File: config.mk
export PLATFORM = sky130hd
export DESIGN_NAME = reg_file
export DESIGN_NICKNAME = d
export VERILOG_FILES = /design/src/rtl/reg_file_pkg.sv /design/src/rtl/reg_read_port.sv /design/src/rtl/reg_file.sv
export SDC_FILE = /design/constraint.sdc
export NUM_CORES = 1
export LEC_CHECK = 0
export CAP_MARGIN = 30
export CORE_MARGIN = 8
export CORE_UTILIZATION = 60
export DETAILED_ROUTE_END_ITERATION = 16
export HOLD_SLACK_MARGIN = 0.1
export PLACE_DENSITY = 0.84
export SLEW_MARGIN = 40
export SYNTH_ARGS = -nofsm -noshare
export SYNTH_HDL_FRONTEND = slang
export SYNTH_SLANG_ARGS = --single-unit
File: constraint.sdc
create_clock -name CLK -period 4.9 [get_ports CLK]
set_clock_uncertainty 0.05 [all_clocks]
set_input_delay 0.49 -clock CLK [delete_from_list [all_inputs] [get_ports CLK]]
set_output_delay 0.49 -clock CLK [all_outputs]
set_load 0.01 [all_outputs]
File: src/rtl/reg_file_pkg.sv
// Shared widths and types for the ALU-side register file.
// Consumers pull these in with import reg_file_pkg::*.
package reg_file_pkg;

  localparam int DATA_W   = 8;
  localparam int ADDR_W   = 3;
  localparam int NUM_REGS = 2 ** ADDR_W;

  typedef logic [ADDR_W-1:0] reg_addr_t;
  typedef logic [DATA_W-1:0] reg_data_t;

endpackage

File: src/rtl/reg_read_port.sv
// One registered read port: selects a register and loads it into the output flop on rd_en (1-cycle latency).
// REG_FILE_BYPASS_EN: a same-edge write to the read address forwards wr_data instead of the old contents.
module reg_read_port
  import reg_file_pkg::*;
(
  input  logic      clk,
  input  logic      rst,
  input  logic      rd_en,
  input  reg_addr_t rd_addr,
  input  reg_data_t regs [NUM_REGS],
  input  logic      wr_en,
  input  reg_addr_t wr_addr,
  input  reg_data_t wr_data,
  output reg_data_t out_dat
);

  reg_data_t out_q;
  reg_data_t out_d;
  logic      wr_hit;

  assign wr_hit = wr_en && (wr_addr == rd_addr);

`ifdef REG_FILE_BYPASS_EN
  always_comb begin
    out_d = out_q;
    if (rd_en) begin
      out_d = wr_hit ? wr_data : regs[rd_addr];
    end
  end
`else
  // Without forwarding the port sees the pre-write array; the hit is left unused.
  logic unused_wr_hit;
  assign unused_wr_hit = ^{wr_hit, wr_data};

  always_comb begin
    out_d = out_q;
    if (rd_en) begin
      out_d = regs[rd_addr];
    end
  end
`endif

  always_ff @(posedge clk or posedge rst) begin
    if (rst) begin
      out_q <= '0;
    end else begin
      out_q <= out_d;
    end
  end

  assign out_dat = out_q;

endmodule

File: src/rtl/reg_file.sv
// 8x8 register file feeding the ALU: registered reads (1 cycle), write of ALU result and carry at the edge.
// REG_FILE_BYPASS_EN selects write-to-read forwarding on same-edge address matches.
module reg_file
  import reg_file_pkg::*;
(
  input  logic              CLK,
  input  logic              RESET,
  input  logic [DATA_W-1:0] IN,
  input  logic              CO_IN,
  input  logic [ADDR_W-1:0] INADDRESS,
  input  logic              WRITE,
  input  logic [ADDR_W-1:0] OUT1ADDRESS,
  input  logic [ADDR_W-1:0] OUT2ADDRESS,
  input  logic              READ_EN,
  output logic [DATA_W-1:0] OUT1,
  output logic [DATA_W-1:0] OUT2,
  output logic              CARRY,
  output logic              OUT_VALID
);

  reg_data_t regs_q [NUM_REGS];
  reg_data_t regs_d [NUM_REGS];
  logic      carry_q;
  logic      carry_d;
  logic      out_valid_q;
  logic      out_valid_d;

  always_comb begin
    regs_d = regs_q;
    carry_d = carry_q;
    if (WRITE) begin
      regs_d[INADDRESS] = IN;
      carry_d = CO_IN;
    end
    out_valid_d = READ_EN;
  end

  always_ff @(posedge CLK or posedge RESET) begin
    if (RESET) begin
      for (int i = 0; i < NUM_REGS; i++) begin
        regs_q[i] <= '0;
      end
      carry_q     <= 1'b0;
      out_valid_q <= 1'b0;
    end else begin
      regs_q      <= regs_d;
      carry_q     <= carry_d;
      out_valid_q <= out_valid_d;
    end
  end

  reg_read_port u_rd1 (
    .clk     (CLK),
    .rst     (RESET),
    .rd_en   (READ_EN),
    .rd_addr (OUT1ADDRESS),
    .regs    (regs_q),
    .wr_en   (WRITE),
    .wr_addr (INADDRESS),
    .wr_data (IN),
    .out_dat (OUT1)
  );

  reg_read_port u_rd2 (
    .clk     (CLK),
    .rst     (RESET),
    .rd_en   (READ_EN),
    .rd_addr (OUT2ADDRESS),
    .regs    (regs_q),
    .wr_en   (WRITE),
    .wr_addr (INADDRESS),
    .wr_data (IN),
    .out_dat (OUT2)
  );

  assign CARRY     = carry_q;
  assign OUT_VALID = out_valid_q;

endmodule

==> results of run 1 <==
==> synthesized netlist by cell type, drive strengths merged <==
cell / instances
a22oi: 16
nand4b: 3
nor2: 2
nor3: 2
inv: 1
clkbuf: 7
mux2i: 48
a211o: 16
a41o: 16
nor2b: 34
nand4: 1
mux2: 65
nand2b: 3
nand2: 1
dfrtp: 82
buf: 16
nand3: 16
nor3b: 2
==> worst max path at each step <==
stage / cells past startpoint / end / slack, ns
final: 4 / u_rd2.out_dat[2] / 2.52
after global routing: 4 / u_rd2.out_dat[2] / 2.49
after CTS: 4 / u_rd2.out_dat[2] / 2.59
after detailed placement: 4 / u_rd2.out_dat[2] / 2.22
after global placement: 4 / u_rd2.out_dat[2] / 2.12
after floorplan: 1 / CARRY / 2.25
==> layout make-up <==
type                            count  area, um2  area share
Clock inverter                      2       35.0     0.00723
Timing Repair Buffer               41        400      0.0827
Clock buffer                       14        163      0.0336
Multi-Input combinational cell    225       2070       0.427
Tap cell                           96        120      0.0248
Inverter                            1       5.00     0.00103
Sequential cell                    82       2050       0.424
==> layer usage <==
metal / vias up / wire length [um] / track usage
met5: - / 0 / 0
met4: 0 / 264 / 0.0988
met3: 25 / 625 / 0.0547
met2: 100 / 5050 / 0.354
met1: 1495 / 4360 / 0.275
li1: 1306 / - / -
==> logic make-up (layout without fill, tap and decap cells) <==
group	after synthesis	after routing
simple gates	64	64
mux	113	113
buf+inv	24	58
compound gates	48	48
flops	82	82
==> flip-flops by register name (all words and copies together) (netlist names) <==
register	cells
CARRY	1
u_rd2.out_dat	8
regs_q	64
u_rd1.out_dat	8
OUT_VALID	1
==> through the flow <==
stage,total power [uW],cells
after floorplan,1200,331
after CTS,1850,461
final,1850,461
after global placement,1340,445
after global routing,1940,461
after detailed placement,1360,445
==> power by group <==
part / switching [uW] / internal, uW / leakage, uW / total (uW)
logic: 183 / 248 / 0.00105 / 431
registers: 103 / 818 / 0.000987 / 921
clock network: 230 / 264 / 0.000101 / 494
total: 516 / 1330 / 0.00214 / 1850
==> results.md, run 1 <==
* **largest family of logic cells by synthesized area** multiplexers
* **largest net degree at the start of global routing** 43
* **HPWL reported at the end of detailed placement** 6430 um
* **max-cap violations** 0
* **number of core rows** 30
* **final setup violation count** 0
* **gate count of the mapped netlist** 331
* **Antenna Cells** 0
* **layout cells sized above 1** 0.244
* **via/cell ratio** 6.35
* **Post-Syn Nets** 353
* **multiplexer area fraction after synthesis** 0.286
* **worst path setup slack after routing** 2.52 ns
* **dominant cells by area after synthesis** sky130_fd_sc_hd__dfrtp_1 (48%), sky130_fd_sc_hd__mux2_2 (17%), sky130_fd_sc_hd__mux2i_1 (11%), sky130_fd_sc_hd__nor2b_1 (5.0%), sky130_fd_sc_hd__a41o_1 (3.8%)
* **Synth Area in Simple Gates** 0.101
* **standby leakage power** 0.00214 uW
* **fin nets** 382
* **CP Buf/Inv Count** 1
* **kind of end point of the critical path** flip-flop
* **WL final** 10300 um
* **type of element launching the critical path** input pin
* **count of synthesis-stage warnings from yosys** 0
* **share of the yosys chip area belonging to registers** 0.484
* **iteration count of the initial detailed-routing pass** 4
* **latest clock arrival within the worst-skew pair** 0.35 ns
* **root buffer cell** sky130_fd_sc_hd__clkbuf_8
* **CTS tree** built
* **transition at the pin with the smallest max-transition slack** 0.877 ns
* **routed wire length per instance** 22.4 um
* **Synth Area in Compound Gates** 0.0992
* **count of input and output buffers** 39
* **total number of H-tree levels** 3
* **Critical Path RT** 5.09 ns
* **class of the worst hold path** reg -> reg
* **fraction of synthesized cell area taken by the top area cell type** 0.484
* **result of the run** complete, no violations
* **WHS Endpoint** regs_q[31]
* **slew margin rel.** 0.413
* **Hold Startpoint** regs_q[31]
* **worst-path cell chain** clkdlybuf4s50_1, nor2_1, a22oi_1, a41o_1
* **number of clock sinks seen by CTS** 82
* **total congestion overflow** 0
* **hold path depth** 1
* **number of buffers added by the clock tree synthesis step** 9
* **post-synthesis cell type count** 23
* **reg-to-reg startpoint** regs_q[25]
* **Die H** 100 um
* **leading cell type in the layout, fill and taps excluded** sky130_fd_sc_hd__dfrtp_1
* **setup slack after placement** 2.22 ns
* **hold_buf cts** 0
* **total count of max-transition violations in the final report** 0
* **mean area per synthesized cell** 12.8 um2
* **number of storage elements in the synthesis netlist** 82
* **number of antenna violations at the first check in global routing** 0
* **Post-Place Cell Area** 4640 um2
* **layout overhead on the synthesized area** 14.3%
* **first-pass GRT wire length** 16800 um
* **Layout Cell Area excl Fill** 4840 um2
* **largest incremental delay on the critical path** 0.83 ns
* **reg-to-reg slack, setup** 3.71 ns
* **DRC** 0
* **unrepaired setup endpoints after global routing** false
* **Die Footprint** 10000 um2
* **drt initial violations** 169
* **leading cell types in the layout, fill and taps excluded** sky130_fd_sc_hd__dfrtp_1 (82), sky130_fd_sc_hd__mux2_2 (65), sky130_fd_sc_hd__mux2i_1 (48)
* **adder and majority gate portion of the synthesized area** 0
* **Die Width** 100 um
* **share of the clock period used by the worst path after layout** 0.486
* **Synth Cell Area** 4240 um2
* **vias post-DR** 2926
* **final-layout setup total negative slack** 0 ns
* **classification of the worst setup path** in -> reg
* **starting utilization of the core area** 0.620
* **CTS Buffer Depth** 2
* **area inside the core boundary** 6830 um2
* **Crit Reg-Reg Endpoint** u_rd1.out_dat[1]
* **cts repair resizes** 0
* **Synth area leader** sky130_fd_sc_hd__dfrtp_1
* **family with the most delay on the worst path** simple AND/OR/NAND/NOR gates
* **r2r worst-path depth** 3
* **maximum fanout along the worst path** 11
* **io pins** 40
* **number of global-route vias before repair** 3126
* **Slowest cell on crit path** sky130_fd_sc_hd__nor2_1
* **utilization after layout** 0.709
* **time the final worst path needs with I/O delays and setup** 2.38 ns
* **f_max** 0.420 GHz
* **worst voltage drop across the vdd grid** 216 uV
* **count of antenna-violating nets left after detailed routing** 0
* **clock-pin slew of the registers on the worst-case setup and hold paths** 0.08 ns
* **final weighted congestion in routability-driven placement** 0.888
* **worst hold slack after final layout** 0.471 ns
* **All-Layer GR Usage** 0.221
* **Power per Cell Area** 381 nW/um2
* **first element of the critical path** OUT2ADDRESS[2]
* **total count of hold-check failures in the final report** 0
* **worst path arrival time** 2.57 ns
* **filler instances** 513
* **number of setup buffers added after CTS** 0
* **Post-Synth XOR/XNOR Area** 0
Note: power is estimated with default switching activity, not from simulation.
==> run 2, diff against run 1 <==
CORE_UTILIZATION = 52   (was 60)
PLACE_DENSITY = 0.77   (was 0.84)
clock period = 2 ns   (was 4.9 ns; I/O delays follow)
==> run 2 against run 1 <==
Net effect: sequential cell count unchanged; hold slack worse by 0.063 ns; global-route usage fell by 2.4 points; first-iteration DRC count shrank 5.3%; clock power grew to 2.5 times the previous value; sequential power up 150%; critical path depth fell by 3; clock-buffer cell count decreased by 3; final cell count up 7.8%; register-to-register slack got worse by 2.9 ns; critical path type is now reg -> out; largest cell class unchanged.
==> results.md, run 2 (same netlist as run 1, synthesis figures left out) <==
* **result of the run** complete, no violations, unchanged
* **worst hold slack after final layout** 0.409 ns, was 0.471 ns
* **Power Internal** 3290 uW, was 1330 uW
* **total count of max-transition violations in the final report** 0, unchanged
* **first element of the critical path** u_rd1.out_dat[0], was OUT2ADDRESS[2]
* **r2r worst-path depth** 3, unchanged
* **placed insts** 481, was 445
* **vias post-DR** 3039, was 2926
* **number of global-route vias before repair** 3209, was 3126
* **worst path arrival time** 1.28 ns, was 2.57 ns
* **classification of the worst setup path** reg -> out, was in -> reg
* **number of clock sinks seen by CTS** 82, unchanged
* **count of input and output buffers** 39, unchanged
* **largest reg by FF count** regs_q, unchanged
* **final setup violation count** 0, unchanged
* **hold path depth** 2, was 1
* **Critical Path RT** 1.75 ns, was 5.09 ns
* **largest net degree at the start of global routing** 48, was 43
* **number of antenna violations at the first check in global routing** 0, unchanged
* **drt initial violations** 160, was 169
* **max-cap violations** 0, unchanged
* **combinational group share of total power** 0.239, was 0.233
* **WL final** 10600 um, was 10300 um
* **type of element launching the critical path** flip-flop, was input pin
* **clock-pin slew of the registers on the worst-case setup and hold paths** 0.08 ns, about the same
* **root buffer cell** sky130_fd_sc_hd__clkbuf_8, unchanged
* **iteration count of the initial detailed-routing pass** 4, unchanged
* **f_max** 0.653 GHz
* **transition at the pin with the smallest max-transition slack** 0.474 ns, was 0.877 ns
* **HPWL reported at the end of detailed placement** 7220 um, was 6430 um
* **CTS Buffer Depth** 2, unchanged
* **io pins** 40, unchanged
* **number of core rows** 33, was 30
* **Antenna Cells** 0, unchanged
* **family with the most delay on the worst path** buffers and inverters, was simple AND/OR/NAND/NOR gates
* **share of the clock period used by the worst path after layout** 0.766
* **WHS Endpoint** CARRY, was regs_q[31]
* **standby leakage power** 0.00229 uW, was 0.00214 uW
* **worst voltage drop across the vdd grid** 635 uV, was 216 uV
* **total count of hold-check failures in the final report** 0, unchanged
* **reg-to-reg slack, setup** 0.80 ns, was 3.71 ns
* **DRC** 0, unchanged
* **CTS tree** built, unchanged
* **area inside the core boundary** 8050 um2, was 6830 um2
* **number of setup buffers added after CTS** 0, unchanged
* **Slowest cell on crit path** sky130_fd_sc_hd__clkdlybuf4s50_1, was sky130_fd_sc_hd__nor2_1
* **time the final worst path needs with I/O delays and setup** 1.53 ns
* **first-pass GRT wire length** 17300 um, was 16800 um
* **portion of total power attributed to sequential cells** 0.491, was 0.499
* **via/cell ratio** 6.11, was 6.35
* **worst-path cell chain** clkdlybuf4s50_1, was clkdlybuf4s50_1, nor2_1, a22oi_1, a41o_1
* **count of antenna-violating nets left after detailed routing** 0, unchanged
* **switching power as a share of total power** 0.285, was 0.280
* **reg-to-reg startpoint** regs_q[31], was regs_q[25]
* **final-layout setup total negative slack** 0 ns, unchanged
* **Crit Reg-Reg Endpoint** u_rd1.out_dat[7], was u_rd1.out_dat[1]
* **CP Buf/Inv Count** 1, unchanged
* **layout overhead on the synthesized area** 20.9%, was 14.3%
* **final weighted congestion in routability-driven placement** 0.812, was 0.888
* **Post-Place Cell Area** 4910 um2, was 4640 um2
* **kind of end point of the critical path** primary output, was flip-flop
* **post-route non-filler standard cell count** 497, was 461
* **total number of H-tree levels** 3, unchanged
* **layout cells sized above 1** 0.298, was 0.244
* **number of buffers added by the clock tree synthesis step** 9, unchanged
* **Die Footprint** 11300 um2, was 10000 um2
* **class of the worst hold path** in -> reg, was reg -> reg
* **All-Layer GR Usage** 0.197, was 0.221
* **Power per Cell Area** 899 nW/um2, was 381 nW/um2
* **total congestion overflow** 0, unchanged
* **routed wire length per instance** 21.4 um, was 22.4 um
* **leading cell types in the layout, fill and taps excluded** sky130_fd_sc_hd__dfrtp_1 (82), sky130_fd_sc_hd__mux2_2 (65), sky130_fd_sc_hd__mux2i_1 (48), unchanged
* **Layout Cell Area excl Fill** 5120 um2, was 4840 um2
* **fin nets** 410, was 382
* **leading cell type in the layout, fill and taps excluded** sky130_fd_sc_hd__dfrtp_1, unchanged
* **flip-flop count of the largest register, all copies and words added** 64, unchanged
* **slew margin rel.** 0.684, was 0.413
* **power share of the clock group** 0.269, was 0.268
* **Hold Startpoint** CO_IN, was regs_q[31]
* **unrepaired setup endpoints after global routing** false, unchanged
* **largest incremental delay on the critical path** 0.55 ns, was 0.83 ns
* **sw power** 1310 uW, was 516 uW
* **maximum fanout along the worst path** 2, was 11
* **Die Width** 106 um, was 100 um
* **latest clock arrival within the worst-skew pair** 0.36 ns, was 0.35 ns
* **starting utilization of the core area** 0.526, was 0.620
* **Die H** 106 um, was 100 um
run 2: cell types whose count changed in the layout (fill, tap and decap cells not counted), sizes merged:
| cell | before | now |
|---|---|---|
| buf | 4 | 31 |
| clkbuf | 14 | 11 |
| clkinvlp | 0 | 2 |
| dlygate4sd3 | 0 | 1 |
run 2: layout make-up:
type,count,area (um2)
clock inverters,4,51.3
fillers,624,2930
well taps,105,131
inverters,1,7.51
clock buffers,11,151
repair buffers,69,671
flip-flops and latches,82,2050
multi-input cells,225,2060
run 2: power by group through the flow:
stage	registers [uW]	logic (uW)	clock network, uW
CTS	2250	1110	1250
global route	2300	1200	1340
finish	2260	1100	1240
floorplan	2240	716	0
detailed placement	2280	1100	0
global placement	2250	1070	0
run 2: worst max path at each step:
stage | endpoint | depth (start not counted)
6_report | OUT1[0] | 1
2_1_floorplan | regs_q[24] | 4
4_1_cts | OUT1[0] | 1
5_1_grt | regs_q[29] | 5
3_3_place_gp | regs_q[26] | 5
3_5_place_dp | regs_q[46] | 4
run 2: layer usage:
metal,up-vias,part of all wire,wire [um],global-route usage
li1,1360,-,-,-
met1,1574,0.43,4620,0.247
met2,88,0.50,5300,0.328
met3,17,0.045,477,0.0430
met4,0,0.021,225,0.0714
met5,-,0,0,0
run 2: repair_timing:
| item | 4_1_cts | 5_1_grt |
|---|---|---|
| endpoints found under the hold margin | 5 | 0 |
| resized for setup | 0 | 0 |
| hold buffers | 1 | 0 |
run 2: per-stage QoR:
step                 util  total power (uW)  setup WS, ns
floorplan               -              2950         0.643
global placement    0.610              3330         0.154
detailed placement  0.610              3380         0.109
CTS                 0.636              4620         0.454
global route        0.636              4840         0.397
finish              0.636              4600         0.468
